===== src/rtl/serial_adder_if.sv =====
// Operand/result handshake bundle for the digit-serial adder.
// The master issues operations and consumes results; the slave is the adder.
interface serial_adder_if #(
    parameter int WIDTH = 16
);
    logic             start_valid;
    logic             start_ready;
    logic [WIDTH-1:0] a;
    logic [WIDTH-1:0] b;
    logic             cin;
    logic             sub;
    logic [WIDTH-1:0] sum;
    logic             cout;
    logic             ovf;
    logic             done_valid;
    logic             done_ready;

    modport master (
        output start_valid, a, b, cin, sub, done_ready,
        input  start_ready, sum, cout, ovf, done_valid
    );

    modport slave (
        input  start_valid, a, b, cin, sub, done_ready,
        output start_ready, sum, cout, ovf, done_valid
    );
endinterface


===== src/rtl/serial_adder.sv =====
// Digit-serial adder/subtractor: adds DIGIT bits per clock, LSB slice first,
// and presents the WIDTH-bit result with carry-out and signed overflow.
module serial_adder #(
    parameter int WIDTH = 16,
    parameter int DIGIT = 4
) (
    input  logic          clk,
    input  logic          rst_n,
    serial_adder_if.slave bus
);
    localparam int N  = WIDTH / DIGIT;
    localparam int CW = (N > 1) ? $clog2(N) : 1;
    localparam logic [CW-1:0] LAST = CW'(N - 1);

    typedef enum logic [1:0] {
        IDLE = 2'd0,
        RUN  = 2'd1,
        DONE = 2'd2
    } state_t;

    state_t           state_r;
    state_t           state_nxt_s;
    logic [WIDTH-1:0] a_r;
    logic [WIDTH-1:0] b_r;
    logic [WIDTH-1:0] sum_r;
    logic [WIDTH-1:0] a_nxt_s;
    logic [WIDTH-1:0] b_nxt_s;
    logic [CW-1:0]    cnt_r;
    logic             carry_r;
    logic             cout_r;
    logic             ovf_r;
    logic             start_ready_r;
    logic             done_valid_r;
    logic             accept_s;
    logic             last_s;
    logic [DIGIT:0]   slice_s;
    logic             msb_cin_s;

    assign accept_s  = (state_r == IDLE) && bus.start_valid;
    assign last_s    = (cnt_r == LAST);
    assign slice_s   = {1'b0, a_r[DIGIT-1:0]} + {1'b0, b_r[DIGIT-1:0]} + {{DIGIT{1'b0}}, carry_r};
    // Carry into the slice MSB recovered from the MSB sum bit and its operands.
    assign msb_cin_s = a_r[DIGIT-1] ^ b_r[DIGIT-1] ^ slice_s[DIGIT-1];

    // a_r doubles as the result accumulator: slice sums shift in from the top.
    generate
        if (DIGIT < WIDTH) begin : g_multi
            assign a_nxt_s = {slice_s[DIGIT-1:0], a_r[WIDTH-1:DIGIT]};
            assign b_nxt_s = {{DIGIT{1'b0}}, b_r[WIDTH-1:DIGIT]};
        end else begin : g_single
            assign a_nxt_s = slice_s[DIGIT-1:0];
            assign b_nxt_s = {WIDTH{1'b0}};
        end
    endgenerate

    assign bus.start_ready = start_ready_r;
    assign bus.done_valid  = done_valid_r;
    assign bus.sum         = sum_r;
    assign bus.cout        = cout_r;
    assign bus.ovf         = ovf_r;

    // State register.
    always_ff @(posedge clk or negedge rst_n) begin
        if (!rst_n) begin
            state_r <= IDLE;
        end else begin
            state_r <= state_nxt_s;
        end
    end

    // Next-state logic for the IDLE/RUN/DONE sequence.
    always_comb begin
        state_nxt_s = state_r;
        case (state_r)
            IDLE: if (bus.start_valid) state_nxt_s = RUN;  else state_nxt_s = IDLE;
            RUN:  if (last_s)          state_nxt_s = DONE; else state_nxt_s = RUN;
            DONE: if (bus.done_ready)  state_nxt_s = IDLE; else state_nxt_s = DONE;
            default: state_nxt_s = IDLE;
        endcase
    end

    // Operand capture, per-slice datapath and registered handshake outputs.
    always_ff @(posedge clk or negedge rst_n) begin
        if (!rst_n) begin
            a_r           <= {WIDTH{1'b0}};
            b_r           <= {WIDTH{1'b0}};
            sum_r         <= {WIDTH{1'b0}};
            cnt_r         <= {CW{1'b0}};
            carry_r       <= 1'b0;
            cout_r        <= 1'b0;
            ovf_r         <= 1'b0;
            start_ready_r <= 1'b1;
            done_valid_r  <= 1'b0;
        end else begin
            start_ready_r <= (state_nxt_s == IDLE);
            done_valid_r  <= (state_nxt_s == DONE);
            case (state_r)
                IDLE: begin
                    if (accept_s) begin
                        a_r     <= bus.a;
                        b_r     <= bus.sub ? ~bus.b : bus.b;
                        carry_r <= bus.cin ^ bus.sub;
                        cnt_r   <= {CW{1'b0}};
                    end
                end
                RUN: begin
                    a_r     <= a_nxt_s;
                    b_r     <= b_nxt_s;
                    carry_r <= slice_s[DIGIT];
                    cnt_r   <= cnt_r + CW'(1);
                    if (last_s) begin
                        sum_r  <= a_nxt_s;
                        cout_r <= slice_s[DIGIT];
                        ovf_r  <= msb_cin_s ^ slice_s[DIGIT];
                    end
                end
                default: begin
                end
            endcase
        end
    end
endmodule


===== src/flat_wrapper.sv =====
// flat-port wrapper written by rule: the top's interface ports become plain ports
module serial_adder_flat 
#(
    parameter int WIDTH = 16,
    parameter int DIGIT = 4
)
  (clk, rst_n, bus_start_valid, bus_a, bus_b, bus_cin, bus_sub, bus_done_ready, bus_start_ready, bus_sum, bus_cout, bus_ovf, bus_done_valid);
  serial_adder_if #(.WIDTH(WIDTH)) bus_i ();
  input  logic clk;
  input  logic rst_n;
  input wire logic [$bits(bus_i.start_valid)-1:0] bus_start_valid;
  input wire logic [$bits(bus_i.a)-1:0] bus_a;
  input wire logic [$bits(bus_i.b)-1:0] bus_b;
  input wire logic [$bits(bus_i.cin)-1:0] bus_cin;
  input wire logic [$bits(bus_i.sub)-1:0] bus_sub;
  input wire logic [$bits(bus_i.done_ready)-1:0] bus_done_ready;
  output wire logic [$bits(bus_i.start_ready)-1:0] bus_start_ready;
  output wire logic [$bits(bus_i.sum)-1:0] bus_sum;
  output wire logic [$bits(bus_i.cout)-1:0] bus_cout;
  output wire logic [$bits(bus_i.ovf)-1:0] bus_ovf;
  output wire logic [$bits(bus_i.done_valid)-1:0] bus_done_valid;
  assign bus_i.start_valid = bus_start_valid;
  assign bus_i.a = bus_a;
  assign bus_i.b = bus_b;
  assign bus_i.cin = bus_cin;
  assign bus_i.sub = bus_sub;
  assign bus_i.done_ready = bus_done_ready;
  assign bus_start_ready = bus_i.start_ready;
  assign bus_sum = bus_i.sum;
  assign bus_cout = bus_i.cout;
  assign bus_ovf = bus_i.ovf;
  assign bus_done_valid = bus_i.done_valid;
  serial_adder #(.WIDTH(WIDTH), .DIGIT(DIGIT)) u_core (.clk(clk), .rst_n(rst_n), .bus(bus_i));
endmodule

===== config.mk =====
export PLATFORM = sky130hd
export DESIGN_NAME = serial_adder_flat
export DESIGN_NICKNAME = d
export VERILOG_FILES = /design/src/rtl/serial_adder_if.sv /design/src/rtl/serial_adder.sv /design/src/flat_wrapper.sv
export SDC_FILE = /design/constraint.sdc
export NUM_CORES = 1
export LEC_CHECK = 0
export ABC_CLOCK_PERIOD_IN_PS = 2000
export CORE_AREA = 2 2 82 84
export DETAILED_ROUTE_END_ITERATION = 8
export DIE_AREA = 0 0 84 86
export PLACE_DENSITY_LB_ADDON = 0.25
export SYNTH_ARGS = -nofsm -noshare
export SYNTH_HDL_FRONTEND = slang
export SYNTH_SLANG_ARGS = --single-unit
export TNS_END_PERCENT = 50

===== constraint.sdc =====
create_clock -name clk -period 2 [get_ports clk]
set_input_delay 0.4 -clock clk [delete_from_list [all_inputs] [get_ports clk]]
set_output_delay 0.4 -clock clk [all_outputs]
set_load 0.05 [all_outputs]

==> flow_metrics.env, run 1 <==
export IMPL_die_area_mm2=0.00722
export IMPL_max_slew_margin_rel_pct=66.8
export IMPL_nets=406
export IMPL_num_vias=2352
export IMPL_slew_viol_final=0
export IMPL_die_height_um=86
export IMPL_setup_violations=0
export IMPL_most_common_layout_cells="56 x dfrtp_1, 55 x clkdlybuf4s50_1, 43 x nor2_1"
export IMPL_reg2reg_slack_ps=80
export IMPL_endpoint_kind="flip-flop"
export IMPL_placedCellCount=428
export IMPL_globalRouteOverflowTotal=0
export IMPL_power_mw=6.77
export IMPL_cts_buffer_depth=2
export IMPL_drc=0
export IMPL_worst_pin_slew_ps=496
export IMPL_hold_viol_final=0
export IMPL_ys_seq_elements=57
export IMPL_clk_pin_slew_ps=60
export IMPL_period_share_pct=96.2
export IMPL_synth_avg_cell_area_um2=9.71
export IMPL_cp_max_fo=3
export IMPL_final_common_cell="dfrtp_1"
export IMPL_tritoncts="built"
export IMPL_worstSetupStartpointType="flip-flop"
export IMPL_layoutNonFillerInstCount=444
export IMPL_hold_buffers=0
export IMPL_fin_skew_ps=7.86
export IMPL_rows=29
export IMPL_holdWs_ps=63.1
export IMPL_status="finished, final reports clean"
export IMPL_track_usage_pct=18.9
export IMPL_timing_final_crit_period_ps=1920
export IMPL_yosysWarningCount=0
export IMPL_cts_root_buffer="clkbuf_8"
export IMPL_reg2reg_from="u_core.carry_r"
export IMPL_hpwl_um=4440
export IMPL_synth_cell_types=29
export IMPL_netlist_area_mm2=0.00292
export IMPL_viasPerCell=5.30
export IMPL_post_cts_buffers=0
export IMPL_cts_made_buffers=9
export IMPL_antenna_found_initial=0
export IMPL_routabilityCongestion=0.823
export IMPL_grt_pass1_wl_um=10900
export IMPL_synthCells=301
export IMPL_routed_wl_um=6600
export IMPL_path_class="reg -> reg"
export IMPL_fmax_ghz=0.520
export IMPL_portBuffers=57
export IMPL_area_growth_pct=31.5
export IMPL_grt_max_degree=58
export IMPL_start_util_pct=46.6
export IMPL_r2r_cells=7
export IMPL_n_fill_cell=552
export IMPL_drv_cap=0
export IMPL_power_density_mw_per_mm2=1760
export IMPL_diodes=0
export IMPL_clock_latency_ps=330
export IMPL_ant_nets=0
export IMPL_min_path_type="in -> async"
export IMPL_io_pins=58
export IMPL_die_w_um=84
export IMPL_ys_seq_area_share_pct=48.8
export IMPL_rr_endpoint="u_core.bus.ovf"
export IMPL_power_leakage_nw=1.68
export IMPL_cp_data_required_time_ps=2200
export IMPL_core_mm2=0.00628
export IMPL_drt_iter0_drc=161
export IMPL_wl_per_cell_um=14.9
export IMPL_rsz0062_at_grt="false"
export IMPL_arrival_ps=2130
export IMPL_drive_above_1_share_pct=13.6
export IMPL_clock_sinks=57
export IMPL_ir_worst_vdd_mv=0.939
export IMPL_syn_nets=345
export IMPL_h_tree_depth=3
export IMPL_first_global_vias=2231
export IMPL_drtPass1Iterations=4
cells by family after synthesis:
family	Yosys count	share of synthesized area [%]
AO/OA/AOI/OAI	92	17.6
XOR/XNOR	20	5.99
adder cells (fa/ha/maj)	6	3.08
buffers and inverters	29	4.71
flip-flops	57	48.8
multiplexers	13	6.03
AND/OR/NAND/NOR	84	13.7
cells in the mapped netlist, drive strengths merged:
cell type	number	area (um^2)
mux2	13	176
a21oi	41	205
and3b	2	17.5
a22oi	10	75.1
nor2b	21	139
buf	11	70.1
nand2b	2	12.5
nand3b	1	7.51
xor2	5	43.8
o31ai	2	15.0
o22ai	12	75.1
fa	2	40.0
xnor2	15	131
dfstp	1	26.3
o221a	1	11.3
a22o	1	8.76
ha	4	50.1
nand2	15	63.8
dfrtp	56	1400
o21ai	25	125
inv	9	33.8
clkbuf	9	33.8
nor2	43	161
report_power, final:
| group | internal, mW | total [mW] | switching, mW | leakage (nW) |
|---|---|---|---|---|
| sequential | 1.72 | 2.16 | 0.433 | 0.696 |
| combinational | 1.46 | 3.41 | 1.95 | 0.866 |
| clock | 0.734 | 1.20 | 0.468 | 0.113 |
| total | 3.92 | 6.77 | 2.85 | 1.68 |
final cells by class:
type                       count  area, um^2  area share, %
sequential                    57        1430           37.1
tap                           77        96.3           2.51
timing repair buffer          70         698           18.2
inverter                       9        33.8          0.879
clock buffer                  11         141           3.68
multi-input combinational    215        1370           35.6
clock inverter                 5        78.8           2.05
worst max-delay path: stages, from the launching register on:
cell and delay (ps):
dfrtp_1 350, inv_1 60, fa_1 460, fa_2 360
nand2b_1 160, a21oi_2 200, xnor2_1 130, o21ai_0 80
sequential cells by signal, summed over array words and instances (netlist names):
signal	cells
u_core.bus.done_valid	1
u_core.carry_r	1
u_core.b_r	16
u_core.cnt_r	2
u_core.state_r	2
u_core.bus.cout	1
u_core.a_r	16
u_core.bus.sum	16
u_core.bus.start_ready	1
u_core.bus.ovf	1
worst max-delay path by stage:
stage	from	slack, ps	endpoint	depth (start not counted)
global route	u_core.carry_r	20	u_core.bus.ovf	7
finish	u_core.carry_r	80	u_core.bus.ovf	7
detailed placement	u_core.carry_r	-20	u_core.bus.ovf	7
global placement	u_core.carry_r	50	u_core.bus.ovf	7
CTS	u_core.carry_r	30	u_core.bus.ovf	7
floorplan	u_core.carry_r	90	u_core.bus.ovf	7
through the flow:
stage | util (%) | setup slack [ps] | setup TNS (ps) | cell area [um^2]
global route | 61.2 | 15.3 | 0 | 3840
floorplan | - | 85.3 | 0 | 2920
finish | 61.2 | 76.1 | 0 | 3840
CTS | 61.2 | 28.5 | 0 | 3840
detailed placement | 57.6 | -15.3 | -15.3 | 3620
global placement | 57.6 | 54.5 | 0 | 3620
metal layers:
| metal | GRT usage (%) | vias to the layer above | share of wire (%) |
|---|---|---|---|
| met5 | 0 | - | 0 |
| met1 | 25.8 | 1108 | 46 |
| met3 | 3.37 | 7 | 5.8 |
| li1 | - | 1150 | - |
| met2 | 29.8 | 87 | 47 |
| met4 | 8.36 | 0 | 1.2 |
repair_timing:
action                                 4_1_cts  5_1_grt
resized for setup                            1        1
setup endpoints to repair                    1        1
endpoints found under the hold margin        0        0
pin swaps                                    0        1
No activity file was read; power rests on OpenSTA's default activity.
==> run 2, diff against run 1 <==
CELL_PAD_IN_SITES_DETAIL_PLACEMENT = 1   (was unset)
CELL_PAD_IN_SITES_GLOBAL_PLACEMENT = 1   (was unset)
CORE_AREA = 2 2 95 97   (was 2 2 82 84)
DIE_AREA = 0 0 97 99   (was 0 0 84 86)
PLACE_DENSITY = 0.83   (was unset)
PLACE_DENSITY_LB_ADDON = unset   (was 0.25)
==> run 2 against run 1 <==
Effect of this change:
- sequential share of layout area fell by 0.77 points
- utilization is 15 points lower
- setup slack lost 7.8 ps
- die area rose by 33%
- sequential cell count unchanged
- count of clock-buffer cells in the layout shrank 2
- clock skew increased by 6.5 ps
- first-iteration DRC count shrank 55%
- global-route usage down 1.2 points
- worst hold slack improved by 420 ps
- highest routed layer unchanged
- fmax is 0.40% lower
- largest power group unchanged
==> flow_metrics.env, run 2 (synthesis gave the netlist of run 1 again) <==
export IMPL_status="finished, final reports clean"
export IMPL_fin_skew_ps=14.3
export IMPL_rr_endpoint="u_core.bus.ovf"
export IMPL_drtPass1Iterations=4
export IMPL_track_usage_pct=17.8
export IMPL_routed_wl_um=8120
export IMPL_first_global_vias=2625
export IMPL_r2r_cells=7
export IMPL_io_pins=58
export IMPL_setup_worst_path_start="u_core.bus.sum[8]"
export IMPL_grt_pass1_wl_um=13400
export IMPL_core_mm2=0.00855
export IMPL_switching_power_mw=3.05
export IMPL_routabilityCongestion=0.763
export IMPL_drc=0
export IMPL_most_common_layout_cells="56 x dfrtp_1, 55 x clkdlybuf4s50_1, 43 x nor2_1"
export IMPL_n_fill_cell=974
export IMPL_setup_violations=0
export IMPL_drive_above_1_share_pct=14.6
export IMPL_hpwl_um=5770
export IMPL_cts_made_buffers=9
export IMPL_h_tree_depth=3
export IMPL_reg2reg_slack_ps=110
export IMPL_slowest_stage="clkdlybuf4s50_1"
export IMPL_final_common_cell="dfrtp_1"
export IMPL_path_buf_inv=1
export IMPL_timing_final_crit_period_ps=1930
export IMPL_portBuffers=57
export IMPL_clock_latency_ps=350
export IMPL_endpoint_kind="primary output"
export IMPL_intPower_mw=3.94
export IMPL_die_area_mm2=0.00960
export IMPL_p_sw_share_pct=43.6
export IMPL_globalRouteOverflowTotal=0
export IMPL_min_path_type="reg -> reg"
export IMPL_rows=34
export IMPL_start_util_pct=34.2
export IMPL_rsz0062_at_grt="false"
export IMPL_cp_data_required_time_ps=1600
export IMPL_holdWs_ps=487
export IMPL_area_growth_pct=34.2
export IMPL_slowest_delay_ps=810
export IMPL_max_slew_margin_rel_pct=66.4
export IMPL_top_usage_layer="met2"
export IMPL_path_class="reg -> out"
export IMPL_holdCritStartpoint="u_core.bus.sum[12]"
export IMPL_ant_nets=0
export IMPL_preCtsSetupSlack_ps=-41.6
export IMPL_hold_viol_final=0
export IMPL_cp_depth=1
export IMPL_slew_viol_final=0
export IMPL_worstSetupStartpointType="flip-flop"
export IMPL_clk_pin_slew_ps=80
export IMPL_clockPowerShare_pct=17.2
export IMPL_reg2reg_from="u_core.carry_r"
export IMPL_hold_end="u_core.bus.sum[12]"
export IMPL_fmax_ghz=0.518
export IMPL_die_height_um=99
export IMPL_gr_usage_met3_pct=4.40
export IMPL_grt_max_degree=42
export IMPL_diodes=0
export IMPL_crit_chain="clkdlybuf4s50_1"
export IMPL_power_frac_comb_pct=51.7
export IMPL_grt_met1_usage_pct=21.8
export IMPL_utilization_pct=45.9
export IMPL_cp_max_fo=2
export IMPL_drt_iter0_drc=72
export IMPL_tritoncts="built"
export IMPL_power_leakage_nw=1.69
export IMPL_arrival_ps=1530
export IMPL_ir_worst_vdd_mv=0.481
export IMPL_multi_input_area_mm2=0.00137
export IMPL_pwr_share_seq_pct=31.1
export IMPL_min_delay_path_depth=2
export IMPL_worst_pin_slew_ps=503
export IMPL_die_w_um=97
export IMPL_stdcell_area_mm2=0.00393
export IMPL_place_area_mm2=0.00368
export IMPL_wl_per_cell_um=17.0
export IMPL_worst_slack_ps=68.3
export IMPL_path_delay_family="buffers and inverters"
export IMPL_antenna_found_initial=0
export IMPL_clock_sinks=57
export IMPL_viasPerCell=5.11
export IMPL_grt_use_met2_pct=30.6
export IMPL_num_vias=2446
export IMPL_period_share_pct=96.6
export IMPL_seq_area_mm2=0.00143
export IMPL_cts_buffer_depth=2
export IMPL_power_density_mw_per_mm2=1780
export IMPL_drv_cap=0
export IMPL_cts_root_buffer="clkbuf_8"
export IMPL_nets=410
==> run 2: cell types whose count changed in the layout (fill, tap and decap cells not counted), sizes merged <==
cell	before	now
buf	15	18
clkbuf	11	9
clkinvlp	0	2
clkinv	3	2
dlygate4sd3	0	1
inv	9	10
==> run 2: worst register-to-register path: stages (launching register included) <==
cell and delay [ps]:
dfrtp_1 340, inv_1 60, fa_2 400, fa_1 400, nand2b_1 180, a21oi_2 170, xnor2_1 130, o21ai_0 80
==> run 2: repair_timing <==
item	4_1_cts	5_1_grt
hold endpoints to repair	16	0
hold buffers	1	0
setup endpoints to repair	1	1
pin swaps	0	1
cloned	0	0
gates resized for setup	1	1
buffers inserted	0	1
==> run 2: how the worst max path moves through the flow <==
stage | to | slack [ps]
6_report | bus_sum[8] | 70
2_1_floorplan | u_core.bus.ovf | 90
5_1_grt | u_core.bus.ovf | 20
3_3_place_gp | u_core.bus.ovf | 60
3_5_place_dp | u_core.bus.ovf | -40
4_1_cts | u_core.bus.ovf | 4
==> run 2: per-layer routing <==
layer  part of all wire, %  up-vias
li1                      -     1156
met5                     0        -
met3                   3.6       10
met2                    51       54
met1                    44     1226
met4                   1.5        0
==> run 2: per-stage QoR <==
stage	total power, mW	TNS [ps]	cells
finish	6.99	0	479
global route	7.46	0	479
CTS	7.00	0	478
detailed placement	5.75	-41.6	461
global placement	5.51	0	461
floorplan	4.50	0	301
==> run 2: power by group through the flow <==
| stage | sequential (mW) | combinational (mW) | clock, mW |
|---|---|---|---|
| floorplan | 2.68 | 1.82 | 0 |
| global placement | 2.15 | 3.36 | 0 |
| detailed placement | 2.19 | 3.56 | 0 |
| CTS | 2.17 | 3.61 | 1.22 |
| global route | 2.25 | 3.94 | 1.27 |
| finish | 2.17 | 3.61 | 1.20 |
==> run 2: layout make-up <==
type | instances | share of cell area [%]
Multi-Input combinational cell | 215 | 34.8
Inverter | 9 | 0.861
Timing Repair Buffer | 74 | 18.9
Tap cell | 108 | 3.44
Clock buffer | 9 | 3.16
Sequential cell | 57 | 36.4
Clock inverter | 7 | 2.39
==> run 3, diff against run 2 <==
ABC_AREA = 1   (was unset)
ABC_CLOCK_PERIOD_IN_PS = 2400   (was 2000)
CAP_MARGIN = 20   (was unset)
CORE_AREA = 2 2 85 87   (was 2 2 95 97)
DIE_AREA = 0 0 87 89   (was 0 0 97 99)
PLACE_DENSITY = 0.93   (was 0.83)
clock period = 2.4 ns   (was 2 ns; I/O delays follow)
==> run 3 against run 2 <==
Effect of this change:
- utilization grew 7.6 points
- combinational power shrank 20%
- wire length shrank 14%
- setup slack gained 190 ps
- sequential share of layout area grew 3.4 points
- power shrank 17%
- synthesized cell count shrank 3.0%
- final area shrank 8.4%
- register-to-register slack gained 390 ps
- non-clock buffer count shrank 12
- count of clock-buffer cells in the layout grew 1
==> flow_metrics.env, run 3 <==
export IMPL_clock_latency_ps=340
export IMPL_rr_endpoint="u_core.bus.ovf"
export IMPL_clk_pin_slew_ps=70
export IMPL_track_usage_pct=20.2
export IMPL_status="finished, final reports clean"
export IMPL_ys_seq_elements=57
export IMPL_synthArstFlopShare_pct=100
export IMPL_power_density_mw_per_mm2=1620
export IMPL_hold_viol_final=0
export IMPL_reg2reg_slack_ps=500
export IMPL_hold_buffers=0
export IMPL_clock_sinks=57
export IMPL_ys_seq_area_share_pct=51.8
export IMPL_pwr_share_seq_pct=29.8
export IMPL_io_pins=58
export IMPL_finalSetupTns_ps=0
export IMPL_cp_max_fo=1
export IMPL_fin_skew_ps=7.76
export IMPL_power_mw=5.82
export IMPL_path_buf_inv=1
export IMPL_synthCells=292
export IMPL_timing_final_crit_period_ps=2140
export IMPL_ant_nets=0
export IMPL_power_leakage_nw=1.68
export IMPL_drtPass1Iterations=4
export IMPL_power_frac_comb_pct=49.8
export IMPL_routabilityCongestion=0.776
export IMPL_post_cts_buffers=0
export IMPL_reg2reg_from="u_core.carry_r"
export IMPL_die_w_um=87
export IMPL_intPower_mw=3.23
export IMPL_ir_worst_vdd_mv=0.519
export IMPL_nets=395
export IMPL_tritoncts="built"
export IMPL_most_common_layout_cells="56 x clkdlybuf4s50_1, 56 x dfrtp_1, 52 x nor2_1, 52 x nand2_1, 23 x inv_1"
export IMPL_seq_area_mm2=0.00143
export IMPL_die_height_um=89
export IMPL_multi_input_area_mm2=0.00110
export IMPL_layoutNonFillerInstCount=436
export IMPL_grt_max_degree=36
export IMPL_worstSetupStartpointType="flip-flop"
export IMPL_ys_top_cells_by_area="dfrtp_1 51%, nand2_1 7.1%, nor2_1 7.1%"
export IMPL_synth_cell_types=29
export IMPL_start_util_pct=41.0
export IMPL_slowest_delay_ps=800
export IMPL_diodes=0
export IMPL_slowest_stage="clkdlybuf4s50_1"
export IMPL_die_area_mm2=0.00774
export IMPL_setup_violations=0
export IMPL_endpoint_kind="primary output"
export IMPL_hpwl_um=4880
export IMPL_clockPowerShare_pct=20.4
export IMPL_antenna_found_initial=0
export IMPL_drc=0
export IMPL_num_vias=2259
export IMPL_fmax_ghz=0.467
export IMPL_yosysWarningCount=0
export IMPL_cts_buffer_depth=2
export IMPL_r2r_cells=8
export IMPL_rsz0062_at_grt="false"
export IMPL_ctsResizeCount=0
export IMPL_max_slew_margin_rel_pct=66.6
export IMPL_cts_root_buffer="clkbuf_8"
export IMPL_ys_flop_type="dfrtp_1"
export IMPL_switching_power_mw=2.59
export IMPL_path_delay_family="buffers and inverters"
export IMPL_core_mm2=0.00672
export IMPL_syn_nets=336
export IMPL_placedCellCount=420
export IMPL_grt_pass1_wl_um=11700
export IMPL_synth_avg_cell_area_um2=9.44
export IMPL_period_share_pct=89.1
export IMPL_cts_made_buffers=9
export IMPL_drive_above_1_share_pct=11.5
export IMPL_slew_viol_final=0
export IMPL_first_global_vias=2445
export IMPL_yosysTopAreaCell="dfrtp_1"
export IMPL_portBuffers=57
export IMPL_arrival_ps=1660
export IMPL_rows=30
export IMPL_globalRouteOverflowTotal=0
export IMPL_path_class="reg -> out"
export IMPL_netlist_area_mm2=0.00276
export IMPL_n_fill_cell=755
export IMPL_synth_top_cell_area_share_pct=50.8
export IMPL_min_path_type="in -> async"
export IMPL_wl_per_cell_um=16.1
export IMPL_h_tree_depth=3
export IMPL_viasPerCell=5.18
export IMPL_crit_chain="clkdlybuf4s50_1"
export IMPL_drt_iter0_drc=114
export IMPL_holdWs_ps=50.0
export IMPL_routed_wl_um=7020
export IMPL_cp_data_required_time_ps=1920
export IMPL_area_growth_pct=30.4
export IMPL_drv_cap=0
export IMPL_p_sw_share_pct=44.5
export IMPL_synth_common_cells="56 x dfrtp_1, 52 x nand2_1, 52 x nor2_1"
export IMPL_synth_most_common_cell="dfrtp_1"
export IMPL_worst_pin_slew_ps=499
export IMPL_synth_edff_count=0
-- run 3: cell count changes after synthesis, sizes merged, moves of 13 or more --
cell | previous run | this run
a21oi | 41 | 2
inv | 9 | 25
nand2 | 15 | 55
nor2b | 21 | 0
mux2 | 13 | 0
-- run 3: layout make-up --
class	count	area share, %
sequential	57	39.7
timing repair buffer	62	17.1
clock inverter	6	3.62
inverter	25	2.61
tap	80	2.79
multi-input combinational	196	30.6
clock buffer	10	3.55
-- run 3: metal layers --
layer  vias up  track usage (%)  wire [um]
met1      1100             23.0       2880
li1       1075                -          -
met3        19             6.46        298
met4         0             7.67        163
met5         -                0          0
met2        65             35.4       3680
-- run 3: cells by family after synthesis --
group | share of synthesized area (%)
and+or+nand+nor | 17.4
DFF | 51.8
AOI/OAI and AO/OA | 13.5
buffers and inverters | 8.35
xor gates and xnor gates | 5.72
adders and majority gates | 3.27
-- run 3: how the worst max path moves through the flow --
| stage | start | to | slack, ps | cells past startpoint |
|---|---|---|---|---|
| CTS | u_core.bus.start_ready | bus_start_ready | 240 | 1 |
| detailed placement | bus_start_valid | u_core.cnt_r[1] | 430 | 5 |
| global placement | bus_start_valid | u_core.cnt_r[1] | 500 | 5 |
| finish | u_core.bus.start_ready | bus_start_ready | 260 | 1 |
| floorplan | u_core.carry_r | u_core.bus.ovf | 650 | 8 |
| global route | u_core.bus.start_ready | bus_start_ready | 210 | 1 |
-- run 3: power by group through the flow --
| stage | Clock, mW | Combinational, mW | Sequential [mW] |
|---|---|---|---|
| after global placement | 0 | 2.75 | 1.71 |
| after detailed placement | 0 | 2.89 | 1.74 |
| final | 1.19 | 2.90 | 1.74 |
| after CTS | 1.21 | 2.93 | 1.74 |
| after global routing | 1.26 | 3.21 | 1.79 |
| after floorplan | 0 | 1.66 | 2.20 |
-- run 3: metrics by stage --
stage	setup slack, ps	cell area, um^2	utilization, %
after floorplan	652	2760	-
after global placement	501	3340	49.6
after detailed placement	430	3340	49.6
after CTS	237	3590	53.5
after global routing	208	3590	53.5
final	260	3590	53.5
